File: config.mk
export PLATFORM = sky130hd
export DESIGN_NAME = router_pkt_tx
export DESIGN_NICKNAME = d
export VERILOG_FILES = /design/src/rtl/router_pkt_tx.sv
export SDC_FILE = /design/constraint.sdc
export NUM_CORES = 1
export LEC_CHECK = 0
export CAP_MARGIN = 0
export CORE_MARGIN = 5
export CORE_UTILIZATION = 45
export CTS_CLUSTER_SIZE = 10
export DETAILED_ROUTE_END_ITERATION = 16
export SYNTH_ARGS = -nofsm -noshare
export SYNTH_HDL_FRONTEND = slang
export SYNTH_SLANG_ARGS = --single-unit
File: constraint.sdc
create_clock -name clock -period 2.94 [get_ports clock]
set_clock_uncertainty 0.1 [all_clocks]
set_input_delay 0.441 -clock clock [delete_from_list [all_inputs] [get_ports clock]]
set_output_delay 0.441 -clock clock [all_outputs]
set_load 0.01 [all_outputs]
File: src/rtl/router_pkt_tx.sv
// router_pkt_tx: buffers one command's payload, then streams header,
// payload and XOR parity into router_top, honouring busy and watching err.
module router_pkt_tx #(
  parameter int MAX_LEN      = 63,
  parameter int BUSY_TIMEOUT = 255,
  parameter int ERR_WIN      = 3
) (
  input  logic        clock,
  input  logic        reset,
  input  logic        i_start,
  input  logic [1:0]  i_addr,
  input  logic [5:0]  i_len,
  output logic        o_cmd_ready,
  output logic        o_cmd_rej,
  input  logic [7:0]  i_pl_data,
  input  logic        i_pl_valid,
  output logic        o_pl_ready,
  input  logic        i_busy,
  input  logic        i_err,
  output logic        o_pkt_valid,
  output logic [7:0]  o_data_in,
  output logic        o_done,
  output logic        o_tx_err,
  output logic        o_abort,
  output logic [15:0] o_pkt_cnt
);

  localparam int BW = $clog2(BUSY_TIMEOUT + 1);
  localparam int WW = $clog2(ERR_WIN + 1);
  localparam logic [BW-1:0] BUSY_LAST = BW'(BUSY_TIMEOUT - 1);
  localparam logic [WW-1:0] WIN_INIT  = WW'(ERR_WIN);

  typedef enum logic [2:0] {S_IDLE, S_LOAD, S_HDR, S_PAY, S_PAR, S_CHK} state_t;

  state_t          r_state, w_next;
  logic [1:0]      r_addr;
  logic [5:0]      r_len;
  logic [5:0]      r_wr_idx, r_rd_idx;
  logic [7:0]      r_par;
  logic [7:0]      r_buf [0:MAX_LEN-1];
  logic [BW-1:0]   r_busy_cnt;
  logic [WW-1:0]   r_win_cnt;
  logic            r_err_flag;
  logic            r_cmd_ready, r_cmd_rej, r_pl_ready, r_pkt_valid;
  logic [7:0]      r_data;
  logic            r_done, r_tx_err, r_abort;
  logic [15:0]     r_pkt_cnt;

  logic w_cmd_ok, w_accept, w_last_wr, w_last_rd, w_send, w_xfer, w_timeout;

  assign w_cmd_ok  = (i_addr != 2'd3) && (i_len != 6'd0) && (32'(i_len) <= MAX_LEN);
  assign w_accept  = (r_state == S_LOAD) && i_pl_valid && r_pl_ready;
  assign w_last_wr = (r_wr_idx == r_len - 6'd1);
  assign w_last_rd = (r_rd_idx == r_len - 6'd1);
  assign w_send    = (r_state == S_HDR) || (r_state == S_PAY) || (r_state == S_PAR);
  assign w_xfer    = w_send && !i_busy;
  // The BUSY_TIMEOUT-th consecutive stalled cycle aborts the packet.
  assign w_timeout = w_send && i_busy && (r_busy_cnt == BUSY_LAST);

  assign o_cmd_ready = r_cmd_ready;
  assign o_cmd_rej   = r_cmd_rej;
  assign o_pl_ready  = r_pl_ready;
  assign o_pkt_valid = r_pkt_valid;
  assign o_data_in   = r_data;
  assign o_done      = r_done;
  assign o_tx_err    = r_tx_err;
  assign o_abort     = r_abort;
  assign o_pkt_cnt   = r_pkt_cnt;

  // State register.
  always_ff @(posedge clock) begin
    if (reset) r_state <= S_IDLE;
    else       r_state <= w_next;
  end

  // Next-state decode.
  always_comb begin
    w_next = r_state;
    case (r_state)
      S_IDLE: if (i_start && w_cmd_ok) w_next = S_LOAD;
      S_LOAD: if (w_accept && w_last_wr) w_next = S_HDR;
      S_HDR:  if (w_timeout) w_next = S_IDLE;
              else if (w_xfer) w_next = S_PAY;
      S_PAY:  if (w_timeout) w_next = S_IDLE;
              else if (w_xfer && w_last_rd) w_next = S_PAR;
      S_PAR:  if (w_timeout) w_next = S_IDLE;
              else if (w_xfer) w_next = S_CHK;
      S_CHK:  if (r_win_cnt == WW'(1)) w_next = S_IDLE;
      default: w_next = S_IDLE;
    endcase
  end

  // Payload buffer: plain storage, no reset needed.
  always_ff @(posedge clock) begin
    if (w_accept) r_buf[r_wr_idx] <= i_pl_data;
  end

  // Datapath and registered outputs; the next byte is staged on the same
  // edge the current one transfers, so the stream has no bubbles.
  always_ff @(posedge clock) begin
    if (reset) begin
      r_addr      <= '0;
      r_len       <= '0;
      r_wr_idx    <= '0;
      r_rd_idx    <= '0;
      r_par       <= '0;
      r_busy_cnt  <= '0;
      r_win_cnt   <= '0;
      r_err_flag  <= 1'b0;
      r_cmd_ready <= 1'b1;
      r_cmd_rej   <= 1'b0;
      r_pl_ready  <= 1'b0;
      r_pkt_valid <= 1'b0;
      r_data      <= '0;
      r_done      <= 1'b0;
      r_tx_err    <= 1'b0;
      r_abort     <= 1'b0;
      r_pkt_cnt   <= '0;
    end else begin
      r_cmd_ready <= (w_next == S_IDLE);
      r_pl_ready  <= (w_next == S_LOAD);
      r_cmd_rej   <= (r_state == S_IDLE) && i_start && !w_cmd_ok;
      r_done      <= 1'b0;
      r_tx_err    <= 1'b0;
      r_abort     <= 1'b0;
      r_busy_cnt  <= (w_send && i_busy) ? r_busy_cnt + 1'b1 : '0;

      if (w_timeout) begin
        r_abort     <= 1'b1;
        r_pkt_valid <= 1'b0;
        r_data      <= '0;
      end else begin
        case (r_state)
          S_IDLE: if (i_start && w_cmd_ok) begin
            r_addr   <= i_addr;
            r_len    <= i_len;
            r_par    <= {i_len, i_addr};
            r_wr_idx <= '0;
          end
          S_LOAD: if (w_accept) begin
            r_par    <= r_par ^ i_pl_data;
            r_wr_idx <= r_wr_idx + 6'd1;
            if (w_last_wr) begin
              r_data      <= {r_len, r_addr};
              r_pkt_valid <= 1'b1;
              r_rd_idx    <= '0;
            end
          end
          S_HDR: if (w_xfer) r_data <= r_buf[0];
          S_PAY: if (w_xfer) begin
            if (w_last_rd) begin
              r_data      <= r_par;
              r_pkt_valid <= 1'b0;
            end else begin
              r_data   <= r_buf[r_rd_idx + 6'd1];
              r_rd_idx <= r_rd_idx + 6'd1;
            end
          end
          S_PAR: if (w_xfer) begin
            r_data     <= '0;
            r_win_cnt  <= WIN_INIT;
            r_err_flag <= 1'b0;
          end
          S_CHK: begin
            r_err_flag <= r_err_flag | i_err;
            r_win_cnt  <= r_win_cnt - 1'b1;
            if (r_win_cnt == WW'(1)) begin
              r_done    <= 1'b1;
              r_tx_err  <= r_err_flag | i_err;
              r_pkt_cnt <= r_pkt_cnt + 16'd1;
            end
          end
          default: ;
        endcase
      end
    end
  end

endmodule

==> results of run 1 <==
-- cells in the final DEF, fill, tap and decap left out, drive strengths merged, types with 4 or more instances in the layout --
| cell type | netlist | final |
|---|---|---|
| mux2i | 22 | 22 |
| ha | 7 | 7 |
| o22ai | 7 | 7 |
| o21a | 4 | 4 |
| and2 | 6 | 6 |
| o211ai | 10 | 10 |
| a311oi | 7 | 7 |
| and3 | 11 | 11 |
| edfxtp | 504 | 504 |
| or3 | 12 | 12 |
| nand4 | 10 | 10 |
| xnor2 | 16 | 16 |
| nor4 | 4 | 4 |
| o221ai | 15 | 15 |
| nor2 | 147 | 147 |
| nor3b | 9 | 9 |
| o31ai | 5 | 5 |
| dfxtp | 73 | 73 |
| inv | 8 | 12 |
| a21oi | 57 | 57 |
| o21ai | 25 | 25 |
| buf | 50 | 166 |
| clkdlybuf4s50 | 0 | 44 |
| o311ai | 5 | 5 |
| a31oi | 8 | 8 |
| nand3 | 53 | 53 |
| clkinv | 0 | 4 |
| nand2 | 145 | 145 |
| nor2b | 5 | 5 |
| clkbuf | 29 | 92 |
| mux4 | 120 | 120 |
| nand2b | 4 | 4 |
| nor3 | 11 | 11 |
| xor2 | 24 | 24 |
-- kinds of logic after synthesis --
logic type,Yosys count,synth area share (%)
AOI/OAI and AO/OA,154,4.22
and+or+nand+nor,431,8.48
xor gates and xnor gates,42,1.69
muxes,142,12.5
DFF,577,71.0
buffers and inverters,87,1.76
adders and majority gates,7,0.375
-- registers in the layout (all words and copies together) (netlist names), 3 cells and up --
| name | flops |
|---|---|
| o_data_in | 8 |
| o_pkt_cnt | 16 |
| r_buf | 504 |
| r_busy_cnt | 8 |
| r_len | 6 |
| r_par | 8 |
| r_rd_idx | 6 |
| r_state | 3 |
| r_wr_idx | 6 |
-- cell type report --
| class | instances | area, µm² | area share (%) |
|---|---|---|---|
| sequential | 577 | 16600 | 60.0 |
| multi-input combinational | 776 | 6420 | 23.2 |
| clock buffer | 92 | 1900 | 6.86 |
| timing repair buffer | 210 | 1800 | 6.52 |
| tap | 680 | 851 | 3.07 |
| clock inverter | 8 | 63.8 | 0.231 |
| inverter | 8 | 30.0 | 0.109 |
-- critical path: cells and delay by family (launching register included) --
kind	cells	cell delay, ns
flip-flops	1	0.37
AND/OR/NAND/NOR	1	0.08
buffers and inverters	2	0.58
AO/OA/AOI/OAI	5	0.64
adder cells (fa/ha/maj)	1	0.49
multiplexers	1	0.36
-- where the power goes --
group          total [mW]  switching, mW  internal (mW)
clock network        7.53           3.06           4.47
logic               0.390          0.265          0.126
registers            8.95         0.0270           8.92
-- worst paths after layout --
path	slack, ns	cells after the start	from	end
min reg2reg	0.37	1	r_busy_cnt[0]	r_busy_cnt[0]
min	0.19	1	i_pl_data[1]	r_buf[32][1]
max	0.19	10	r_rd_idx[0]	o_data_in[5]
max reg2reg	0.19	10	r_rd_idx[0]	o_data_in[5]
-- stage by stage --
step / util (%) / worst slack, ns / cell area [µm²] / power, mW / hold slack, ns
floorplan: - / 0.237 / 23400 / 9.26 / 0.341
detailed placement: 49.9 / -0.0280 / 25700 / 9.50 / 0.362
finish: 53.8 / 0.190 / 27700 / 16.9 / 0.190
global placement: 49.9 / 0.0275 / 25700 / 9.49 / 0.358
global route: 53.8 / 0.00144 / 27700 / 17.4 / 0.185
CTS: 53.7 / 0.0920 / 27600 / 17.0 / 0.170
-- layer usage --
layer,vias up,wire length [µm]
li1,6001,-
met1,6911,24600
met2,502,27600
met3,87,4570
met4,0,1600
met5,-,0
-- timing repair --
item	4_1_cts	5_1_grt
pin swaps	0	1
endpoints found under the setup margin	1	3
resized for setup	1	2
buffers inserted	0	4
==> run_results.csv, run 1 <==
group,metric,value,unit
timing,period_share,93.5,%
synth,post_synth_num_cell_types,58,
critical_path,crit_path_cell_trace,"ha_4, buf_4, mux4_2, nand2_1, o211ai_1, o221ai_1, buf_4, o22ai_1, o21ai_1, o311ai_1",
timing,fmax,364,MHz
placed_design,hpwl,38900,µm
grt,met3_usage,4.97,%
synth,synth.avg_cell_area,16.2,µm²
timing,tns,0,ns
synth,netlist_top_cells_count,"504 x edfxtp_1, 147 x nor2_1, 145 x nand2_1",
detailed_routing,antenna_left,0,
floorplan,die-area,56600,µm²
placed_design,place.gp.congestion,0.850,
final_layout,layout-drive-gt1-share,23.1,%
clock_tree,cts_buffers,69,
power,peakVddDrop,0.000348,V
synth,synth_edf_count,504,
timing,worst_slew_pin_slew,0.632,ns
power,power.density,610,nW/µm²
placed_design,place.port_buffers,52,
final_layout,final_cells,2351,
detailed_routing,drc_errors,0,
synth,dominantRegCellSynth,"edfxtp_1",
detailed_routing,drt_iter0_markers,1386,
synth,yosysSeqAreaShare,71.0,%
grt,met2_usage,32.9,%
clock_tree,clockBufferDepth,3,
floorplan,core-area,51400,µm²
clock_tree,htreeDepth,3,
synth,yosysTopAreaCell,"edfxtp_1",
timing,setup_viol,0,
floorplan,die_w,238,µm
synth,yosys_warnings,0,
timing,period_minus_slack,2.75,ns
synth,synth-async-reset-ratio,0,%
placed_design,placed_cells,2247,
critical_path,worstPathMaxFanout,27,
timing,rsz0062_at_grt,"false",
detailed_routing,drtPass1Iterations,5,
detailed_routing,drt-total-wl,58300,µm
critical_path,worst_path_max_delay_cell,"ha_4",
critical_path,start_kind,"flop",
clock_tree,hold_buffers,0,
floorplan,rows,83,
synth,ys_top_cells_by_area,"edfxtp_1 65%, mux4_2 12%, dfxtp_1 6.3%, nor2_1 2.4%, nand2_1 2.3%",
critical_path,critPathMostFrequentCell,"buf_4",
floorplan,io_pins,53,
synth,ys_seq_elements,577,
grt,grt_use_met1,28.8,%
clock_tree,numClockSinks,577,
floorplan,die_h,238,µm
synth,yosysTopAreaCellShare,64.7,%
critical_path,crit_type,"flop to flop",
clock_tree,ctsRootBufferMaster,"clkbuf_16",
synth,syn_inst,1440,
timing,hold_viol_final,0,
clock_tree,clkLatencyLatePin,0.59,ns
clock_tree,path_clk_slew,0.06,ns
detailed_routing,wire_per_inst,24.8,µm
critical_path,cp.required,3.29,ns
grt,grt_overflow,0,
detailed_routing,num_vias,13501,
synth,synth_nets,1469,
critical_path,cp.arrival,3.10,ns
final_layout,area_growth,18.3,%
synth,yosysMostFrequentCell,"edfxtp_1",
grt,grt_busiest_layer,"met2",
synth,synth_area,23400,µm²
flow_run,max_cap_violations,0,
outcome,status,"finished clean",
final_layout,nFillCells,4133,
final_layout,nets,1671,
power,power_leakage,8.89,nW
timing,report.final.slew_viol_count,0,
grt,grt_usage,20.8,%
grt,grt_max_degree,54,
grt,grt_pass1_vias,13856,
critical_path,cp_slowest_stage_delay,0.49,ns
detailed_routing,vias_per_cell,5.74,
clock_tree,cts_tree,"built",
grt,grt_pass1_wl,88300,µm
timing,max-slew-margin-rel,57.7,%
floorplan,initial_utilization,45.5,%
grt,antenna_found_initial,0,
hold_path,hp-class,"primary input to flop",
final_layout,antenna_cells,0,
critical_path,cp-end-kind,"flop",
(Power assumes the default switching activity.)
==> inputs of run 2 (changes only) <==
- CORE_ASPECT_RATIO: default -> 0.7
- SLEW_MARGIN: default -> 40
==> run_results.csv, run 2 (synthesis gave the netlist of run 1 again) <==
group,metric,value,unit
final_layout,max_flop_register,"r_buf",
placed_design,place.gp.congestion,0.921,
timing,fin_ws,0.105,ns
grt,grt_pass1_vias,13384,
final_layout,final_cell_mix,"504 x edfxtp_1, 147 x nor2_1, 145 x nand2_1, 120 x mux4_2, 114 x buf_4",
critical_path,crit_type,"flop to flop",
placed_design,placed_area,25500,µm²
power,clkPwrFrac,44.2,%
critical_path,cp.arrival,3.20,ns
clock_tree,numClockSinks,577,
floorplan,initial_utilization,45.8,%
flow_run,max_cap_violations,0,
hold_path,holdCritStartpoint,"i_pl_data[5]",
critical_path,cp_slowest_stage_delay,0.51,ns
critical_path,worst_path_max_delay_cell,"mux4_2",
timing,fmax,353,MHz
critical_path,ff2ff_path_depth,9,
power,peakVddDrop,0.000421,V
floorplan,die_h,201,µm
critical_path,r2r_end,"o_data_in[2]",
placed_design,place.port_buffers,52,
final_layout,layout-drive-gt1-share,21.5,%
critical_path,cp-end-kind,"flop",
timing,rsz0062_at_grt,"false",
final_layout,final_cells,2320,
clock_tree,ctsRootBufferMaster,"clkbuf_16",
final_layout,fin_area,27500,µm²
critical_path,start_kind,"flop",
critical_path,rrSetupSlack,0.11,ns
hold_path,whs_endpoint,"r_buf[34][5]",
outcome,status,"finished clean",
critical_path,r2r-start,"r_rd_idx[0]",
detailed_routing,antenna_left,0,
timing,period_minus_slack,2.83,ns
floorplan,io_pins,53,
hold_path,hp-class,"primary input to flop",
floorplan,die-area,56700,µm²
detailed_routing,wire_per_inst,26.3,µm
grt,antenna_found_initial,3,
detailed_routing,drt_iter0_markers,1678,
critical_path,cp.required,3.30,ns
power,p_switching,3.46,mW
final_layout,final_common_cell,"edfxtp_1",
power,combPwrFrac,2.3,%
power,total_power,16.7,mW
timing,max-slew-margin-rel,48.7,%
timing,period_share,96.4,%
critical_path,crit_path_cell_trace,"ha_4, buf_12, mux4_2, mux2i_1, nand3_1, and3_1, and3_1, o31ai_1, nand3_1",
detailed_routing,drt-total-wl,61100,µm
clock_tree,path_clk_slew,0.06,ns
final_layout,largest_register_ffs,504,
placed_design,placed_cells,2216,
timing,report.final.slew_viol_count,0,
detailed_routing,num_vias,13776,
floorplan,die_w,282,µm
power,cell_internal_pwr,13.3,mW
detailed_routing,drtPass1Iterations,5,
timing,worst_slew_pin_slew,0.767,ns
critical_path,worstPathMaxFanout,6,
timing,setup_viol,0,
timing,hold_viol_final,0,
power,power_frac_seq,53.5,%
power,power.density,607,nW/µm²
clock_tree,htreeDepth,3,
grt,grt_max_degree,75,
placed_design,dp_slack,-0.119,ns
detailed_routing,drc_errors,0,
clock_tree,clkLatencyLatePin,0.59,ns
final_layout,antenna_cells,0,
clock_tree,clockBufferDepth,3,
placed_design,hpwl,40700,µm
power,swShare,20.7,%
power,power_leakage,8.77,nW
final_layout,area_growth,17.7,%
floorplan,rows,69,
floorplan,core-area,51100,µm²
clock_tree,cts_buffers,67,
grt,grt_overflow,0,
clock_tree,cts_tree,"built",
grt,grt_usage,21.3,%
detailed_routing,vias_per_cell,5.94,
grt,grt_pass1_wl,89900,µm
final_layout,nets,1643,
hold_path,worstHoldPathCells,1,
==> run 2: per-layer routing <==
layer / wire [µm] / up-vias / part of all wire [%] / global-route usage [%]
li1: - / 5951 / - / -
met5: 18 / - / 0.029 / 0
met3: 6570 / 96 / 11 / 6.41
met2: 25100 / 632 / 41 / 28.0
met4: 1290 / 2 / 2.1 / 5.03
met1: 28100 / 7095 / 46 / 34.7
==> run 2: cell type report <==
class                   count  area [µm²]
inverters                   8        30.0
clock inverters             7         114
well taps                 674         843
flip-flops and latches    577       16600
repair buffers            184        1740
clock buffers              94        1780
multi-input cells         776        6430
fillers                  4074       23600
==> run 2: worst max-delay path by stage <==
stage,from,to,slack [ns],cells after the start
global route,r_rd_idx[0],o_data_in[3],0.02,7
floorplan,r_rd_idx[1],o_data_in[0],0.24,10
finish,r_rd_idx[0],o_data_in[2],0.11,9
detailed placement,r_rd_idx[0],o_data_in[3],-0.12,9
CTS,r_rd_idx[0],o_data_in[3],0.06,8
global placement,r_rd_idx[0],o_data_in[3],-0.11,9
==> run 2: through the flow <==
step / TNS [ns] / utilization (%) / hold slack, ns
5_1_grt: 0 / 53.9 / 0.211
6_report: 0 / 53.9 / 0.218
4_1_cts: 0 / 53.8 / 0.198
3_5_place_dp: -0.119 / 49.9 / 0.372
2_1_floorplan: 0 / - / 0.341
3_3_place_gp: -0.110 / 49.9 / 0.357
==> run 2: power groups by stage <==
stage,logic [mW],clock network (mW),registers (mW)
floorplan,0.161,0,9.10
global placement,0.377,0,9.11
detailed placement,0.387,0,9.11
CTS,0.388,7.53,8.94
global route,0.423,7.90,8.94
finish,0.390,7.39,8.94
==> run 2: critical path, delay by kind of cell, from the launching register on <==
family,cells,cell delay [ns]
AOI/OAI and AO/OA,1,0.26
adders and majority gates,1,0.33
buffers and inverters,1,0.15
DFF,1,0.41
muxes,2,0.84
and+or+nand+nor,4,0.60
==> run 2: what timing repair did <==
item                       4_1_cts  5_1_grt
setup endpoints to repair        1        3
gates cloned                     1        1
gates resized for setup          2        4
hold buffers                     0        0
buffers inserted                 1        0
pin swaps                        1        0
